**src/rtl/multicycle_controller_if.sv**
```systemverilog
// Handshake/control bundle between the datapath (master) and the multicycle controller (slave).
interface multicycle_controller_if #(
  parameter int OP_W = 7
);
  logic [OP_W-1:0] op;
  logic [2:0]      f3;
  logic            zero;
  logic            sign_bit;
  logic            mem_ready;

  logic            pc_write;
  logic            old_pc_write;
  logic            ir_write;
  logic            adr_sel;
  logic            mem_read;
  logic            mem_write;
  logic            reg_write;
  logic            pc_src;
  logic            done;
  logic            err;
  logic [1:0]      alu_src_a;
  logic [1:0]      alu_src_b;
  logic [2:0]      alu_ctrl;
  logic [2:0]      imm_sel;
  logic [1:0]      result_sel;

  // mem_ready is a completion strobe: an access in FETCH/MEM_RD/MEM_WR finishes in the
  // cycle the controller sees mem_ready high while it drives mem_read or mem_write.
  modport master (
    output op, f3, zero, sign_bit, mem_ready,
    input  pc_write, old_pc_write, ir_write, adr_sel, mem_read, mem_write, reg_write,
           pc_src, done, err, alu_src_a, alu_src_b, alu_ctrl, imm_sel, result_sel
  );

  modport slave (
    input  op, f3, zero, sign_bit, mem_ready,
    output pc_write, old_pc_write, ir_write, adr_sel, mem_read, mem_write, reg_write,
           pc_src, done, err, alu_src_a, alu_src_b, alu_ctrl, imm_sel, result_sel
  );
endinterface

```
**src/rtl/multicycle_controller.sv**
```systemverilog
// Multicycle CPU control FSM with memory wait timeout; state visible on state_o.
// Define HALT_OP_EN to make the all-ones opcode halt (done) instead of trapping to ERROR.
module multicycle_controller #(
  parameter int OP_W     = 7,
  parameter int MAX_WAIT = 15
) (
  input  logic                   clk,
  input  logic                   rst,
  multicycle_controller_if.slave bus,
  output logic [3:0]             state_o
);
  localparam int WAIT_W   = (MAX_WAIT > 0) ? $clog2(MAX_WAIT + 1) : 1;
  localparam int WAIT_LIM = (MAX_WAIT > 0) ? MAX_WAIT - 1 : 0;

  localparam logic [OP_W-1:0] OP_R    = OP_W'(0);
  localparam logic [OP_W-1:0] OP_LW   = OP_W'(1);
  localparam logic [OP_W-1:0] OP_ADDI = OP_W'(2);
  localparam logic [OP_W-1:0] OP_XORI = OP_W'(3);
  localparam logic [OP_W-1:0] OP_ORI  = OP_W'(4);
  localparam logic [OP_W-1:0] OP_SLTI = OP_W'(5);
  localparam logic [OP_W-1:0] OP_JALR = OP_W'(6);
  localparam logic [OP_W-1:0] OP_SW   = OP_W'(7);
  localparam logic [OP_W-1:0] OP_JAL  = OP_W'(8);
  localparam logic [OP_W-1:0] OP_BEQ  = OP_W'(9);
  localparam logic [OP_W-1:0] OP_BNE  = OP_W'(10);
  localparam logic [OP_W-1:0] OP_BLT  = OP_W'(11);
  localparam logic [OP_W-1:0] OP_BGE  = OP_W'(12);
  localparam logic [OP_W-1:0] OP_LUI  = OP_W'(13);
`ifdef HALT_OP_EN
  localparam logic [OP_W-1:0] OP_HALT = {OP_W{1'b1}};
`endif

  localparam logic [2:0] ALU_ADD = 3'b000;
  localparam logic [2:0] ALU_SUB = 3'b001;
  localparam logic [2:0] IMM_I   = 3'b000;
  localparam logic [2:0] IMM_S   = 3'b001;
  localparam logic [2:0] IMM_B   = 3'b010;
  localparam logic [2:0] IMM_J   = 3'b011;
  localparam logic [2:0] IMM_U   = 3'b100;
  localparam logic [1:0] A_OLDPC = 2'b01;
  localparam logic [1:0] A_RS1   = 2'b10;
  localparam logic [1:0] B_IMM   = 2'b01;
  localparam logic [1:0] B_FOUR  = 2'b10;

  typedef enum logic [3:0] {
    S_FETCH, S_DECODE, S_EXEC_R, S_EXEC_I, S_ALU_WB, S_MEM_ADR, S_MEM_RD, S_MEM_WB,
    S_MEM_WR, S_BRANCH, S_JAL, S_JALR_ADR, S_LUI, S_HALT, S_ERROR
  } state_t;

  state_t            state_q;
  state_t            decode_nxt;
  logic [WAIT_W-1:0] wait_q;
  logic [WAIT_W-1:0] wait_d;
  logic              mem_phase;
  logic              timeout;

  assign state_o   = state_q;
  assign mem_phase = (state_q == S_FETCH) || (state_q == S_MEM_RD) || (state_q == S_MEM_WR);
  // Timeout fires on the MAX_WAIT-th consecutive low cycle; a ready in that cycle still wins.
  assign timeout   = (MAX_WAIT > 0) && mem_phase && !bus.mem_ready &&
                     (wait_q >= WAIT_W'(WAIT_LIM));

  always_comb begin
    wait_d = '0;
    if (mem_phase && !bus.mem_ready && !timeout) begin
      wait_d = (wait_q != '1) ? wait_q + 1'b1 : wait_q;
    end
  end

  always_comb begin
    decode_nxt = S_ERROR;
    case (bus.op)
      OP_R:                             decode_nxt = S_EXEC_R;
      OP_ADDI, OP_XORI, OP_ORI, OP_SLTI: decode_nxt = S_EXEC_I;
      OP_LW, OP_SW:                     decode_nxt = S_MEM_ADR;
      OP_BEQ, OP_BNE, OP_BLT, OP_BGE:   decode_nxt = S_BRANCH;
      OP_JAL:                           decode_nxt = S_JAL;
      OP_JALR:                          decode_nxt = S_JALR_ADR;
      OP_LUI:                           decode_nxt = S_LUI;
`ifdef HALT_OP_EN
      OP_HALT:                          decode_nxt = S_HALT;
`endif
      default:                          decode_nxt = S_ERROR;
    endcase
  end

  always_ff @(posedge clk or negedge rst) begin
    if (!rst) begin
      state_q <= S_FETCH;
      wait_q  <= '0;
    end else begin
      wait_q <= wait_d;
      case (state_q)
        S_FETCH: begin
          if (bus.mem_ready)  state_q <= S_DECODE;
          else if (timeout)   state_q <= S_ERROR;
        end
        S_DECODE:             state_q <= decode_nxt;
        S_EXEC_R, S_EXEC_I:   state_q <= S_ALU_WB;
        S_MEM_ADR:            state_q <= (bus.op == OP_LW) ? S_MEM_RD : S_MEM_WR;
        S_MEM_RD: begin
          if (bus.mem_ready)  state_q <= S_MEM_WB;
          else if (timeout)   state_q <= S_ERROR;
        end
        S_MEM_WR: begin
          if (bus.mem_ready)  state_q <= S_FETCH;
          else if (timeout)   state_q <= S_ERROR;
        end
        S_JALR_ADR:           state_q <= S_JAL;
        S_ALU_WB, S_MEM_WB, S_BRANCH, S_JAL, S_LUI: state_q <= S_FETCH;
        S_HALT, S_ERROR:      state_q <= state_q;
        default:              state_q <= S_ERROR;
      endcase
    end
  end

  // Outputs decode the registered state; FETCH strobes follow mem_ready in the same cycle,
  // and everything is forced low while rst is held.
  always_comb begin
    bus.pc_write     = 1'b0;
    bus.old_pc_write = 1'b0;
    bus.ir_write     = 1'b0;
    bus.adr_sel      = 1'b0;
    bus.mem_read     = 1'b0;
    bus.mem_write    = 1'b0;
    bus.reg_write    = 1'b0;
    bus.pc_src       = 1'b0;
    bus.done         = 1'b0;
    bus.err          = 1'b0;
    bus.alu_src_a    = 2'b00;
    bus.alu_src_b    = 2'b00;
    bus.alu_ctrl     = ALU_ADD;
    bus.imm_sel      = IMM_I;
    bus.result_sel   = 2'b00;
    if (rst) begin
      case (state_q)
        S_FETCH: begin
          bus.mem_read     = 1'b1;
          bus.alu_src_b    = B_FOUR;
          bus.pc_write     = bus.mem_ready;
          bus.ir_write     = bus.mem_ready;
          bus.old_pc_write = bus.mem_ready;
        end
        S_DECODE: begin
          bus.alu_src_a = A_OLDPC;
          bus.alu_src_b = B_IMM;
          bus.imm_sel   = (bus.op == OP_JAL) ? IMM_J : IMM_B;
        end
        S_EXEC_R: begin
          bus.alu_src_a = A_RS1;
          bus.alu_ctrl  = bus.f3;
        end
        S_EXEC_I: begin
          bus.alu_src_a = A_RS1;
          bus.alu_src_b = B_IMM;
          bus.alu_ctrl  = bus.f3;
        end
        S_ALU_WB: bus.reg_write = 1'b1;
        S_MEM_ADR: begin
          bus.alu_src_a = A_RS1;
          bus.alu_src_b = B_IMM;
          bus.imm_sel   = (bus.op == OP_SW) ? IMM_S : IMM_I;
        end
        S_MEM_RD: begin
          bus.adr_sel  = 1'b1;
          bus.mem_read = 1'b1;
        end
        S_MEM_WB: begin
          bus.reg_write  = 1'b1;
          bus.result_sel = 2'b01;
        end
        S_MEM_WR: begin
          bus.adr_sel   = 1'b1;
          bus.mem_write = 1'b1;
        end
        S_BRANCH: begin
          bus.alu_src_a = A_RS1;
          bus.alu_ctrl  = ALU_SUB;
          bus.pc_src    = 1'b1;
          case (bus.op)
            OP_BEQ:  bus.pc_write = bus.zero;
            OP_BNE:  bus.pc_write = ~bus.zero;
            OP_BLT:  bus.pc_write = bus.sign_bit;
            OP_BGE:  bus.pc_write = ~bus.sign_bit;
            default: bus.pc_write = 1'b0;
          endcase
        end
        S_JAL: begin
          bus.alu_src_a  = A_OLDPC;
          bus.alu_src_b  = B_FOUR;
          bus.reg_write  = 1'b1;
          bus.result_sel = 2'b10;
          bus.pc_write   = 1'b1;
          bus.pc_src     = 1'b1;
        end
        S_JALR_ADR: begin
          bus.alu_src_a = A_RS1;
          bus.alu_src_b = B_IMM;
        end
        S_LUI: begin
          bus.imm_sel    = IMM_U;
          bus.reg_write  = 1'b1;
          bus.result_sel = 2'b11;
        end
        S_HALT:  bus.done = 1'b1;
        S_ERROR: bus.err  = 1'b1;
        default: ;
      endcase
    end
  end
endmodule

```
**src/flat_wrapper.sv**
```systemverilog
// flat-port wrapper written by rule: the top's interface ports become plain ports
module multicycle_controller_flat 
#(
  parameter int OP_W     = 7,
  parameter int MAX_WAIT = 15
)
  (clk, rst, state_o, bus_op, bus_f3, bus_zero, bus_sign_bit, bus_mem_ready, bus_pc_write, bus_old_pc_write, bus_ir_write, bus_adr_sel, bus_mem_read, bus_mem_write, bus_reg_write, bus_pc_src, bus_done, bus_err, bus_alu_src_a, bus_alu_src_b, bus_alu_ctrl, bus_imm_sel, bus_result_sel);
  multicycle_controller_if #(.OP_W(OP_W)) bus_i ();
  input  logic clk;
  input  logic rst;
  output logic [3:0] state_o;
  input wire logic [$bits(bus_i.op)-1:0] bus_op;
  input wire logic [$bits(bus_i.f3)-1:0] bus_f3;
  input wire logic [$bits(bus_i.zero)-1:0] bus_zero;
  input wire logic [$bits(bus_i.sign_bit)-1:0] bus_sign_bit;
  input wire logic [$bits(bus_i.mem_ready)-1:0] bus_mem_ready;
  output wire logic [$bits(bus_i.pc_write)-1:0] bus_pc_write;
  output wire logic [$bits(bus_i.old_pc_write)-1:0] bus_old_pc_write;
  output wire logic [$bits(bus_i.ir_write)-1:0] bus_ir_write;
  output wire logic [$bits(bus_i.adr_sel)-1:0] bus_adr_sel;
  output wire logic [$bits(bus_i.mem_read)-1:0] bus_mem_read;
  output wire logic [$bits(bus_i.mem_write)-1:0] bus_mem_write;
  output wire logic [$bits(bus_i.reg_write)-1:0] bus_reg_write;
  output wire logic [$bits(bus_i.pc_src)-1:0] bus_pc_src;
  output wire logic [$bits(bus_i.done)-1:0] bus_done;
  output wire logic [$bits(bus_i.err)-1:0] bus_err;
  output wire logic [$bits(bus_i.alu_src_a)-1:0] bus_alu_src_a;
  output wire logic [$bits(bus_i.alu_src_b)-1:0] bus_alu_src_b;
  output wire logic [$bits(bus_i.alu_ctrl)-1:0] bus_alu_ctrl;
  output wire logic [$bits(bus_i.imm_sel)-1:0] bus_imm_sel;
  output wire logic [$bits(bus_i.result_sel)-1:0] bus_result_sel;
  assign bus_i.op = bus_op;
  assign bus_i.f3 = bus_f3;
  assign bus_i.zero = bus_zero;
  assign bus_i.sign_bit = bus_sign_bit;
  assign bus_i.mem_ready = bus_mem_ready;
  assign bus_pc_write = bus_i.pc_write;
  assign bus_old_pc_write = bus_i.old_pc_write;
  assign bus_ir_write = bus_i.ir_write;
  assign bus_adr_sel = bus_i.adr_sel;
  assign bus_mem_read = bus_i.mem_read;
  assign bus_mem_write = bus_i.mem_write;
  assign bus_reg_write = bus_i.reg_write;
  assign bus_pc_src = bus_i.pc_src;
  assign bus_done = bus_i.done;
  assign bus_err = bus_i.err;
  assign bus_alu_src_a = bus_i.alu_src_a;
  assign bus_alu_src_b = bus_i.alu_src_b;
  assign bus_alu_ctrl = bus_i.alu_ctrl;
  assign bus_imm_sel = bus_i.imm_sel;
  assign bus_result_sel = bus_i.result_sel;
  multicycle_controller #(.OP_W(OP_W), .MAX_WAIT(MAX_WAIT)) u_core (.clk(clk), .rst(rst), .bus(bus_i), .state_o(state_o));
endmodule
```
**config.mk**
```make
export PLATFORM = sky130hd
export DESIGN_NAME = multicycle_controller_flat
export DESIGN_NICKNAME = d
export VERILOG_FILES = /design/src/rtl/multicycle_controller_if.sv /design/src/rtl/multicycle_controller.sv /design/src/flat_wrapper.sv
export SDC_FILE = /design/constraint.sdc
export NUM_CORES = 1
export LEC_CHECK = 0
export ABC_CLOCK_PERIOD_IN_PS = 2400
export BUFFER_PORTS_ARGS = -buffer_cell sky130_fd_sc_hd__buf_2
export CAP_MARGIN = 25
export CORE_MARGIN = 2
export CORE_UTILIZATION = 49
export CTS_CLUSTER_DIAMETER = 50
export CTS_CLUSTER_SIZE = 25
export DETAILED_ROUTE_END_ITERATION = 10
export PLACE_DENSITY_LB_ADDON = 0.3
export SYNTH_ARGS = -nofsm -noshare
export SYNTH_HDL_FRONTEND = slang
export SYNTH_SLANG_ARGS = --single-unit
```
**constraint.sdc**
```tcl
create_clock -name clk -period 2.4 [get_ports clk]
set_clock_uncertainty 0.15 [all_clocks]
set_input_delay 0.36 -clock clk [delete_from_list [all_inputs] [get_ports clk]]
set_output_delay 0.36 -clock clk [all_outputs]
set_load 0.01 [all_outputs]
```
==> results.yml <==
status:
  outcome: "finished, final reports clean"
worst_setup_path:
  worstSetupStartpointType: "primary input"
  r2r_cells: 5
  cp.required_ns: 1.89
  crit_fanout: 5
  r2r_slack_ns: 0.50
  startpoint: "rst"
  worstSetupEndpoint: "bus_pc_write"
  worstSetupEndpointType: "output pin"
  critPathMostFrequentCell: "buf_2"
  crit_chain: "dlygate4sd3_1 > buf_2 > nand2_1 > or3_1 > o31ai_1 > buf_2"
  crit_slowest_cell: "dlygate4sd3_1"
  cp.arrival_ns: 1.79
  reg2reg_from: "u_core.wait_q[0]"
  crit_type: "primary input to output pin"
  critPathMaxStageDelay_ns: 0.52
  regToRegEndpoint: "u_core.wait_q[2]"
route:
  firstDrtPassIters: 4
  drt_iter0_drc: 52
  drc: 0
  totalWireLength_um: 2890
  wire_per_inst_um: 13.6
  avgViaCountPerCell: 5.94
  via_count: 1266
  drtAntennaViolNets: 0
floorplanning:
  boundaryPins: 41
  fp.dieW_um: 51.4
  rows: 17
  initial_core_util_pct: 50.7
  die-height_um: 51.4
  coreArea_mm2: 0.00217
  die_area_mm2: 0.00264
grt:
  grt_max_degree: 22
  grtUsageTotal_pct: 24.2
  grt_pass1_vias: 1095
  grt_pass1_wl_um: 4870
  antenna_found_initial: 0
  overflow: 0
power:
  finalPower_mw: 1.24
  power_density_mw_per_mm2: 923
  p_leak_nw: 0.644
  vdd_drop_max_uv: 402
clock_network:
  cts.sink_count: 8
  root_buffer: "clkbuf_4"
  insertion_delay_ns: 0.26
  cts_tree: "done"
  cts_buffer_depth: 2
  post_cts_buffers: 0
  cts_buffers: 3
  clk_pin_slew_ns: 0.05
  htreeDepth: 1
sta:
  worst_hold_slack_ns: 0.297
  clock.fmax_mhz: 435
  finalCritPeriodShare_pct: 95.7
  slew_headroom_pct: 65.1
  finalMaxSlewViolations: 0
  hold_viol_final: 0
  setup_viol: 0
  finalCriticalPeriod_ns: 2.30
  timing.final.ws_setup_ns: 0.102
  grt_setup_unrepaired: "no"
  setup_tns_ns: 0
  worstMarginPinSlew_ns: 0.520
synthesis:
  synth_area_mm2: 0.00110
  synth_nets: 166
  synth_cells: 149
  synth_top_area_cell: "dfrtp_1"
  ys_ff_latch: 8
  yosys_warnings: 0
  synthTopCellsByArea: "dfrtp_1 (18%), nor2_1 (6.1%), a21oi_1 (4.6%), nand2_1 (4.4%), buf_2 (3.6%)"
  ys_types: 50
  synth_top_area_share_pct: 18.2
  synth_seq_area_share_pct: 18.2
  syn_avg_cell_area_um2: 7.38
layout:
  final_cells: 213
  post-route-util_pct: 62.1
  register_area_um2: 201
  final_cell_mix: "buf_2 (40), nor2_1 (17), nand2_1 (13)"
  num_antenna_cells: 0
  fin_nets: 204
  area_growth_pct: 22.5
  multi_input_area_um2: 797
  fill_cells: 218
  final_common_cell: "buf_2"
  final_layout_size_suffix_gt1_share_pct: 33.5
  final_cell_area_mm2: 0.00135
placement:
  preCtsSetupSlack_ns: 0.336
  port_buffers: 40
  place_area_mm2: 0.00129
  gp_congestion: 0.862
  dpl.hpwl_um: 2230
  dpl.cell_count: 208
worst_hold_path:
  hold_path_class: "primary input to flop"
flow_run:
  cap_violations: 0
[cell families after synthesis]
group / share of synthesized area (%)
AOI/OAI and AO/OA: 25.5
xor gates and xnor gates: 2.39
adders and majority gates: 3.30
buffers and inverters: 10.1
DFF: 18.2
muxes: 1.82
and+or+nand+nor: 38.7
[how the worst min path moves through the flow]
| stage | start | to | slack (ns) | depth (start not counted) |
|---|---|---|---|---|
| 2_1_floorplan | rst | u_core.state_o[0] | -0.09 | 0 |
| 3_5_place_dp | rst | u_core.wait_q[2] | 0.08 | 1 |
| 3_3_place_gp | rst | u_core.wait_q[2] | 0.07 | 1 |
| 5_1_grt | bus_op[6] | u_core.state_o[0] | 0.33 | 3 |
| 6_report | bus_op[6] | u_core.state_o[0] | 0.30 | 3 |
| 4_1_cts | bus_op[6] | u_core.state_o[0] | 0.29 | 3 |
[critical path, delay by kind of cell]
family,cells,cell delay (ns)
and+or+nand+nor,2,0.52
AOI/OAI and AO/OA,1,0.07
buffers and inverters,3,0.84
[final cells by class]
class,instances,share of cell area (%)
flip-flops and latches,8,14.9
inverters,5,1.39
repair buffers,49,20.2
well taps,28,2.60
multi-input cells,120,59.1
clock buffers,3,1.67
[Yosys cell counts (all sizes together)]
master    n
maj3      1
o31ai     2
dfrtp     8
a31oi     2
o311ai    1
o211ai    1
mux2i     2
a22oi     5
xnor2     1
o311a     1
or4       1
ha        2
a311o     1
nor3     10
nor3b     4
clkbuf    1
nor2     18
xor2      2
nor4      3
or3       2
and4      3
inv       5
o21ai     3
or2       1
a21o      2
nand2b    2
nand3b    2
nand2    13
o221ai    2
a21oi    10
nor2b     7
nand3     4
a221o     1
a211oi    3
o211a     1
o2111ai   1
a311oi    2
buf      15
and3      1
nor4b     2
nand4     1
[metal layers]
| metal | vias up | GRT usage, % | routed length (um) |
|---|---|---|---|
| li1 | 628 | - | - |
| met1 | 577 | 32.7 | 1280 |
| met2 | 56 | 39.7 | 1390 |
| met3 | 5 | 1.17 | 159 |
| met4 | 0 | 11.0 | 52 |
| met5 | - | 0 | 0 |
[timing repair]
action                                  CTS  global route
hold buffers                              2             0
hold endpoints to repair                  7             0
gates resized for setup                   0             3
endpoints found under the setup margin    0             3
[where the power goes]
part,total (mW),switching (mW),internal [mW]
sequential,0.287,0.111,0.176
combinational,0.847,0.484,0.364
clock,0.110,0.0520,0.0577
[sequential cells by signal, indices dropped and copies added, names as in the netlist]
signal and flops:
u_core.state_o 4, u_core.wait_q 4
(Power assumes the default switching activity.)
